## config.mk

```make
export PLATFORM = sky130hd
export DESIGN_NAME = rx_pkt_payload_queue
export DESIGN_NICKNAME = d
export VERILOG_FILES = /design/src/rtl/rx_pkt_payload_queue.sv
export SDC_FILE = /design/constraint.sdc
export NUM_CORES = 2
export LEC_CHECK = 0
export ABC_AREA = 0
export BUFFER_PORTS_ARGS = -buffer_cell sky130_fd_sc_hd__clkbuf_2
export CORE_MARGIN = 2
export CORE_UTILIZATION = 35
export CTS_BUF_LIST = sky130_fd_sc_hd__clkbuf_2 sky130_fd_sc_hd__clkbuf_4 sky130_fd_sc_hd__clkbuf_8
export DETAILED_ROUTE_END_ITERATION = 8
export HOLD_SLACK_MARGIN = 0.02
export SYNTH_ARGS = -nofsm -noshare
export SYNTH_HDL_FRONTEND = slang
export SYNTH_SLANG_ARGS = --single-unit
```

## constraint.sdc

```tcl
create_clock -name clk -period 2.7 [get_ports clk]
set_input_delay 0.54 -clock clk [delete_from_list [all_inputs] [get_ports clk]]
set_output_delay 0.54 -clock clk [all_outputs]
set_load 0.05 [all_outputs]
```

## src/rtl/rx_pkt_payload_queue.sv

```systemverilog
// rx_pkt_payload_queue
//
// Purpose:
//   Per-flow circular receive-payload descriptor queues for the TCP RX path.
//   Each flow has a head pointer, a tail pointer and a small descriptor buffer.
//   Pointers carry one extra wrap bit beyond the slot index. That lets a full
//   queue be told apart from an empty one:
//     empty : head == tail
//     full  : head[Q-1:0] == tail[Q-1:0] and the wrap bits differ
//
// Port summary:
//   clk, rst                        clock, asynchronous active-low reset
//   new_head_*                      head pointer write (always ready)
//   new_tail_*                      tail pointer write (always ready)
//   q_full_req_* / q_full_resp_*    head/tail lookup, 1-cycle registered response
//   enqueue_pkt_req_*               descriptor write at a caller-supplied tail slot
//   read_payload_req_* / _resp_*    head dequeue, 1-cycle registered response
//                                   with an empty indication
//
// All lookups and dequeues read pointer and buffer state as it was before the
// updates of the same cycle.

module rx_pkt_payload_queue #(
  parameter int FLOW_ID_W           = 2,
  parameter int RX_PAYLOAD_Q_SIZE_W = 3,
  parameter int PAYLOAD_ENTRY_W     = 64
) (
  input  logic                           clk,
  input  logic                           rst,

  // Head pointer write
  input  logic                           new_head_val_i,
  output logic                           new_head_rdy_o,
  input  logic [FLOW_ID_W-1:0]           new_head_addr_i,
  input  logic [RX_PAYLOAD_Q_SIZE_W:0]   new_head_data_i,

  // Tail pointer write
  input  logic                           new_tail_val_i,
  output logic                           new_tail_rdy_o,
  input  logic [FLOW_ID_W-1:0]           new_tail_addr_i,
  input  logic [RX_PAYLOAD_Q_SIZE_W:0]   new_tail_data_i,

  // Queue-state lookup
  input  logic                           q_full_req_val_i,
  output logic                           q_full_req_rdy_o,
  input  logic [FLOW_ID_W-1:0]           q_full_req_flowid_i,
  output logic                           q_full_resp_val_o,
  input  logic                           q_full_resp_rdy_i,
  output logic [RX_PAYLOAD_Q_SIZE_W:0]   q_full_resp_head_index_o,
  output logic [RX_PAYLOAD_Q_SIZE_W:0]   q_full_resp_tail_index_o,

  // Enqueue
  input  logic                           enqueue_pkt_req_val_i,
  output logic                           enqueue_pkt_req_rdy_o,
  input  logic [FLOW_ID_W-1:0]           enqueue_pkt_req_flowid_i,
  input  logic [PAYLOAD_ENTRY_W-1:0]     enqueue_pkt_req_data_i,
  input  logic [RX_PAYLOAD_Q_SIZE_W:0]   enqueue_pkt_req_index_i,

  // Dequeue
  input  logic                           read_payload_req_val_i,
  output logic                           read_payload_req_rdy_o,
  input  logic [FLOW_ID_W-1:0]           read_payload_req_flowid_i,
  output logic                           read_payload_resp_val_o,
  input  logic                           read_payload_resp_rdy_i,
  output logic                           read_payload_resp_is_empty_o,
  output logic [PAYLOAD_ENTRY_W-1:0]     read_payload_resp_entry_o
);

  localparam int NUM_FLOWS = 2 ** FLOW_ID_W;
  localparam int Q         = RX_PAYLOAD_Q_SIZE_W;
  localparam int DEPTH     = 2 ** Q;
  localparam int PW        = Q + 1;

  // --------------------------------------------------------------------------
  // State
  // --------------------------------------------------------------------------
  logic [PW-1:0]              headPtr_q [NUM_FLOWS];
  logic [PW-1:0]              headPtr_d [NUM_FLOWS];
  logic [PW-1:0]              tailPtr_q [NUM_FLOWS];
  logic [PW-1:0]              tailPtr_d [NUM_FLOWS];

  logic [PAYLOAD_ENTRY_W-1:0] payloadBuf_q [NUM_FLOWS][DEPTH];

  logic                       fullRespVal_q;
  logic                       fullRespVal_d;
  logic [PW-1:0]              fullRespHead_q;
  logic [PW-1:0]              fullRespHead_d;
  logic [PW-1:0]              fullRespTail_q;
  logic [PW-1:0]              fullRespTail_d;

  logic                       readRespVal_q;
  logic                       readRespVal_d;
  logic                       readRespEmpty_q;
  logic                       readRespEmpty_d;
  logic [PAYLOAD_ENTRY_W-1:0] readRespEntry_q;
  logic [PAYLOAD_ENTRY_W-1:0] readRespEntry_d;

  // --------------------------------------------------------------------------
  // Handshakes
  // --------------------------------------------------------------------------
  logic newHeadFire;
  logic newTailFire;
  logic fullReqFire;
  logic enqFire;
  logic deqFire;

  // A pointer write from software takes priority over an enqueue or dequeue
  // to the same pointer, so the queue side is stalled while a write is
  // offered. This means each pointer has at most one writer per cycle.
  assign new_head_rdy_o         = 1'b1;
  assign new_tail_rdy_o         = 1'b1;
  assign enqueue_pkt_req_rdy_o  = ~new_tail_val_i;
  assign q_full_req_rdy_o       = ~fullRespVal_q | q_full_resp_rdy_i;
  assign read_payload_req_rdy_o = ~new_head_val_i &
                                  (~readRespVal_q | read_payload_resp_rdy_i);

  assign newHeadFire = new_head_val_i;
  assign newTailFire = new_tail_val_i;
  assign fullReqFire = q_full_req_val_i & q_full_req_rdy_o;
  assign enqFire     = enqueue_pkt_req_val_i & enqueue_pkt_req_rdy_o;
  assign deqFire     = read_payload_req_val_i & read_payload_req_rdy_o;

  // --------------------------------------------------------------------------
  // Dequeue read path (pre-update state)
  // --------------------------------------------------------------------------
  logic [PW-1:0]              deqHead;
  logic [PW-1:0]              deqTail;
  logic                       deqIsEmpty;
  logic [PAYLOAD_ENTRY_W-1:0] deqEntry;

  assign deqHead    = headPtr_q[read_payload_req_flowid_i];
  assign deqTail    = tailPtr_q[read_payload_req_flowid_i];
  assign deqIsEmpty = (deqHead == deqTail);
  assign deqEntry   = payloadBuf_q[read_payload_req_flowid_i][deqHead[Q-1:0]];

  // --------------------------------------------------------------------------
  // Pointer next-state
  // --------------------------------------------------------------------------
  // Increments rely on natural PW-bit wraparound, so the wrap bit toggles
  // each time a pointer passes the last slot.
  always_comb begin
    headPtr_d = headPtr_q;
    tailPtr_d = tailPtr_q;

    if (newHeadFire) begin
      headPtr_d[new_head_addr_i] = new_head_data_i;
    end
    if (deqFire && !deqIsEmpty) begin
      headPtr_d[read_payload_req_flowid_i] = deqHead + PW'(1);
    end

    if (newTailFire) begin
      tailPtr_d[new_tail_addr_i] = new_tail_data_i;
    end
    if (enqFire) begin
      tailPtr_d[enqueue_pkt_req_flowid_i] = enqueue_pkt_req_index_i + PW'(1);
    end
  end

  // --------------------------------------------------------------------------
  // Response next-state
  // --------------------------------------------------------------------------
  // A response is loaded on acceptance. It is cleared once consumed with no
  // replacement, and otherwise held unchanged.
  always_comb begin
    fullRespVal_d  = fullRespVal_q;
    fullRespHead_d = fullRespHead_q;
    fullRespTail_d = fullRespTail_q;

    if (fullReqFire) begin
      fullRespVal_d  = 1'b1;
      fullRespHead_d = headPtr_q[q_full_req_flowid_i];
      fullRespTail_d = tailPtr_q[q_full_req_flowid_i];
    end else if (q_full_resp_rdy_i) begin
      fullRespVal_d  = 1'b0;
    end
  end

  // An empty dequeue returns a zero entry rather than a stale buffer slot.
  always_comb begin
    readRespVal_d   = readRespVal_q;
    readRespEmpty_d = readRespEmpty_q;
    readRespEntry_d = readRespEntry_q;

    if (deqFire) begin
      readRespVal_d   = 1'b1;
      readRespEmpty_d = deqIsEmpty;
      readRespEntry_d = deqIsEmpty ? '0 : deqEntry;
    end else if (read_payload_resp_rdy_i) begin
      readRespVal_d   = 1'b0;
    end
  end

  // --------------------------------------------------------------------------
  // Registers
  // --------------------------------------------------------------------------
  // Pointers and both response channels. A reset also drops any pending
  // response.
  always_ff @(posedge clk or negedge rst) begin
    if (!rst) begin
      for (int f = 0; f < NUM_FLOWS; f++) begin
        headPtr_q[f] <= '0;
        tailPtr_q[f] <= '0;
      end
      fullRespVal_q   <= 1'b0;
      fullRespHead_q  <= '0;
      fullRespTail_q  <= '0;
      readRespVal_q   <= 1'b0;
      readRespEmpty_q <= 1'b0;
      readRespEntry_q <= '0;
    end else begin
      headPtr_q       <= headPtr_d;
      tailPtr_q       <= tailPtr_d;
      fullRespVal_q   <= fullRespVal_d;
      fullRespHead_q  <= fullRespHead_d;
      fullRespTail_q  <= fullRespTail_d;
      readRespVal_q   <= readRespVal_d;
      readRespEmpty_q <= readRespEmpty_d;
      readRespEntry_q <= readRespEntry_d;
    end
  end

  // The payload buffer has no reset. A slot is only meaningful once the
  // pointers say it has been written. There is no full check here: writing
  // into a full queue overwrites the slot.
  always_ff @(posedge clk) begin
    if (enqFire) begin
      payloadBuf_q[enqueue_pkt_req_flowid_i][enqueue_pkt_req_index_i[Q-1:0]]
        <= enqueue_pkt_req_data_i;
    end
  end

  // --------------------------------------------------------------------------
  // Outputs
  // --------------------------------------------------------------------------
  assign q_full_resp_val_o            = fullRespVal_q;
  assign q_full_resp_head_index_o     = fullRespHead_q;
  assign q_full_resp_tail_index_o     = fullRespTail_q;
  assign read_payload_resp_val_o      = readRespVal_q;
  assign read_payload_resp_is_empty_o = readRespEmpty_q;
  assign read_payload_resp_entry_o    = readRespEntry_q;

endmodule

```

==> metrics.txt <==
outcome=finished, final reports clean; PortBufs=approximately 170; VDD IR max=0.000681 V; core area=roughly 0.23 mm²; Critical Path AT=3530 ps; Pleak=32.4 nW; Multi-input gate area=0.0179 mm²; RePlAce Congestion=0.754; DR iter-0 viols=4,212; hold worst-path end=payloadBuf_q[0][381]; hold_sp=enqueue_pkt_req_data_i[61]; cells after synthesis=3,641; Hold Path Cell Cnt=1; WL/cell=28.2 µm; full die area=0.240 mm²; largest buffer count on any clock path=4; grt total ovfl=0; Num CTS Buffers=358; worst min path class=input port to flop; Yosys warnings=0; gr usage total=between 10% and 20%; post-DP HPWL=122,000 µm; Worst Max-Slew Pin Slew=748 ps; met2 WL post-DR=101,000 µm; Die W=about 500 µm; Seq. cell area=~0.064 mm²; top post-synthesis cells by area=edfxtp_1 75%, mux4_2 14%, mux2i_1 3.5%; largest net degree at the start of global routing=78; vias in the first global route=about 42,000; DRC Markers=0; clock root cell=clkbuf_8; top-area cell type share of the netlist area=74.5%; die height=490 µm; sequential-to-total area share from yosys stat=between 70 and 80%; CTS HTree Levels=5; DR pass1 iterations=5; min Tclk post-route=2570 ps; via/cell ratio=5.32; max_cap viols=0; placed cell area=about 0.09 mm²; worst r2r src=headPtr_q[1]; R2R Setup Slk=130 ps; first-pass GRT wire length=308,000 µm; Syn Std Cell Area=0.0825 mm²; Layout area overhead=18.7%; DR vias=41,000; CTS tree=built; post-route ant nets=0; Final period util=95.4%; Max Fclk=388 MHz; largest area contributor in the netlist=edfxtp_1; met3 WL post-DR=between 15,000 and 20,000 µm; Worst EP required=around 3700 ps; CP peak stage delay=680 ps; Starting Density=35.2%; Power Density=809 mW/mm²; Clock Latency Late Sink=roughly 1100 ps; layout cells sized above 1=34.9%; Pins Over Slew Limit=0; Clock Pin Slew Worst Setup and Hold Paths=70 ps; CTS sink cnt=2,155; Worst path slowest cell=mux4_4; worst setup path class=flop to flop; relative slew slack=50.1%; worst path cell trace=mux4_4, buf_4, buf_12, mux2i_1, a22oi_1, nand2_1, o21ai_0; fin nets=4,379; Worst Reg-to-Reg Cells=7; setup ws final=125 ps; Mean Syn Cell Area=22.7 µm²; Design Area, Final=0.0980 mm²; Unique masters post-synth=37; initial antenna violation count=27; Fillers=a little over 20,000; WL met1=~95,000 µm; CP startpoint kind=flop; Final TNS setup=0 ps; num rows=178; Setup Buffers After CTS=0; crit end category=flop; Tot Pwr=~79 mW; Top Layer Used=met5; post-place setup slack=-183 ps; Hold Violations, Final=0; Final setup viols=0; Core Util, Final=41.7%; I/O pin cnt=roughly 180; Final Skew=104 ps; Max Fanout on Critical Path=39; RR Endpoint=read_payload_resp_entry_o[55]; number of synthesized register bits=2,155; final WL=218,000 µm
cells in the final DEF, fill, tap and decap left out, types with 107 or more instances in the layout:
master	count
mux2i_1	292
buf_12	143
mux4_2	527
edfxtp_1	2048
dfrtp_1	107
clkbuf_8	381
nand2_1	145
buf_4	119
clkbuf_2	168
a22oi_1	128
clkbuf_4	133
area by class of cell:
class | count | area share (%)
Multi-Input combinational cell | 1286 | 18.2
Timing Repair Buffer | 480 | 5.21
Clock inverter | 114 | 0.661
Clock buffer | 513 | 6.36
Tap cell | 3150 | 4.02
Sequential cell | 2155 | 65.5
Inverter | 1 | 0.00766
Antenna cell | 11 | 0.0281
critical path: cells and delay by family, from the launching register on:
kind / cells / cell delay (ps)
multiplexers: 2 / 840
AO/OA/AOI/OAI: 2 / 650
buffers and inverters: 2 / 530
flip-flops: 1 / 400
AND/OR/NAND/NOR: 1 / 90
metrics by stage:
step,hold slack [ps],std cells
after global placement,335,7027
after global routing,65.3,7706
after CTS,20.6,7700
final,95.5,7710
after detailed placement,331,7027
after floorplan,244,3642
cells by family (layout without fill, tap and decap cells):
family	Yosys count	in the layout	synth area share (%)
adder cells (fa/ha/maj)	2	2	0.0303
buffers and inverters	201	1108	1.06
AO/OA/AOI/OAI	210	210	1.69
multiplexers	840	840	18.2
AND/OR/NAND/NOR	224	224	1.14
other	1	13	0.00454
flip-flops	2155	2155	77.8
XOR/XNOR	8	8	0.0849
where the power goes:
part / total, mW / switching (mW) / internal, mW
Combinational: 13.1 / 8.32 / 4.73
Clock: 27.8 / 12.6 / 15.3
Sequential: 38.4 / 0.933 / 37.5
sequential cells by signal, summed over array words and instances, names as in the netlist:
signal and flops:
q_full_resp_head_index_o 4, headPtr_q 16, read_payload_resp_entry_o 64, payloadBuf_q 2048, read_payload_resp_val_o 1, q_full_resp_val_o 1, q_full_resp_tail_index_o 4, tailPtr_q 16
read_payload_resp_is_empty_o 1
cell usage after synthesis:
cell type and n:
o21a_1 1, nor2_1 36, xnor2_1 2, buf_4 5, conb_1 1, nor2_2 1, or3b_2 1, a21oi_1 3
o41ai_4 1, nor3_1 7, nand2b_1 5, buf_1 14, ha_1 2, nor3b_1 2, mux4_2 528, dfrtp_1 107
buf_6 2, clkbuf_2 3, xor2_1 6, or2_2 3, edfxtp_1 2048, inv_1 1, or3_1 2, nor2b_1 4
buf_2 64, and2_1 1, mux2_2 19, nand3b_1 5, mux2_4 1, clkbuf_1 112, nand4_1 1, mux2i_1 292
o21ai_0 77, nand3_1 5, a22oi_1 128, or3b_1 2, nand2_1 149
worst max path at each step:
stage	cells past startpoint	start	endpoint
after floorplan	5	new_tail_val_i	payloadBuf_q[0][448]
after global placement	8	read_payload_req_flowid_i[0]	read_payload_resp_entry_o[55]
after detailed placement	9	read_payload_req_flowid_i[0]	read_payload_resp_entry_o[14]
after CTS	3	read_payload_resp_val_o	read_payload_req_rdy_o
after global routing	3	read_payload_resp_val_o	read_payload_req_rdy_o
final	7	headPtr_q[1]	read_payload_resp_entry_o[55]
what timing repair did:
action / CTS / global route
hold buffers: 46 / 0
setup endpoints to repair: 1 / 1
gates resized for setup: 1 / 0
hold endpoints to repair: 414 / 0
layer usage:
metal	up-vias	track usage, %
met1	22300	25.7
met5	-	0
met2	1709	28.0
met3	341	4.15
li1	16700	-
met4	28	4.78
(Power assumes the default switching activity.)
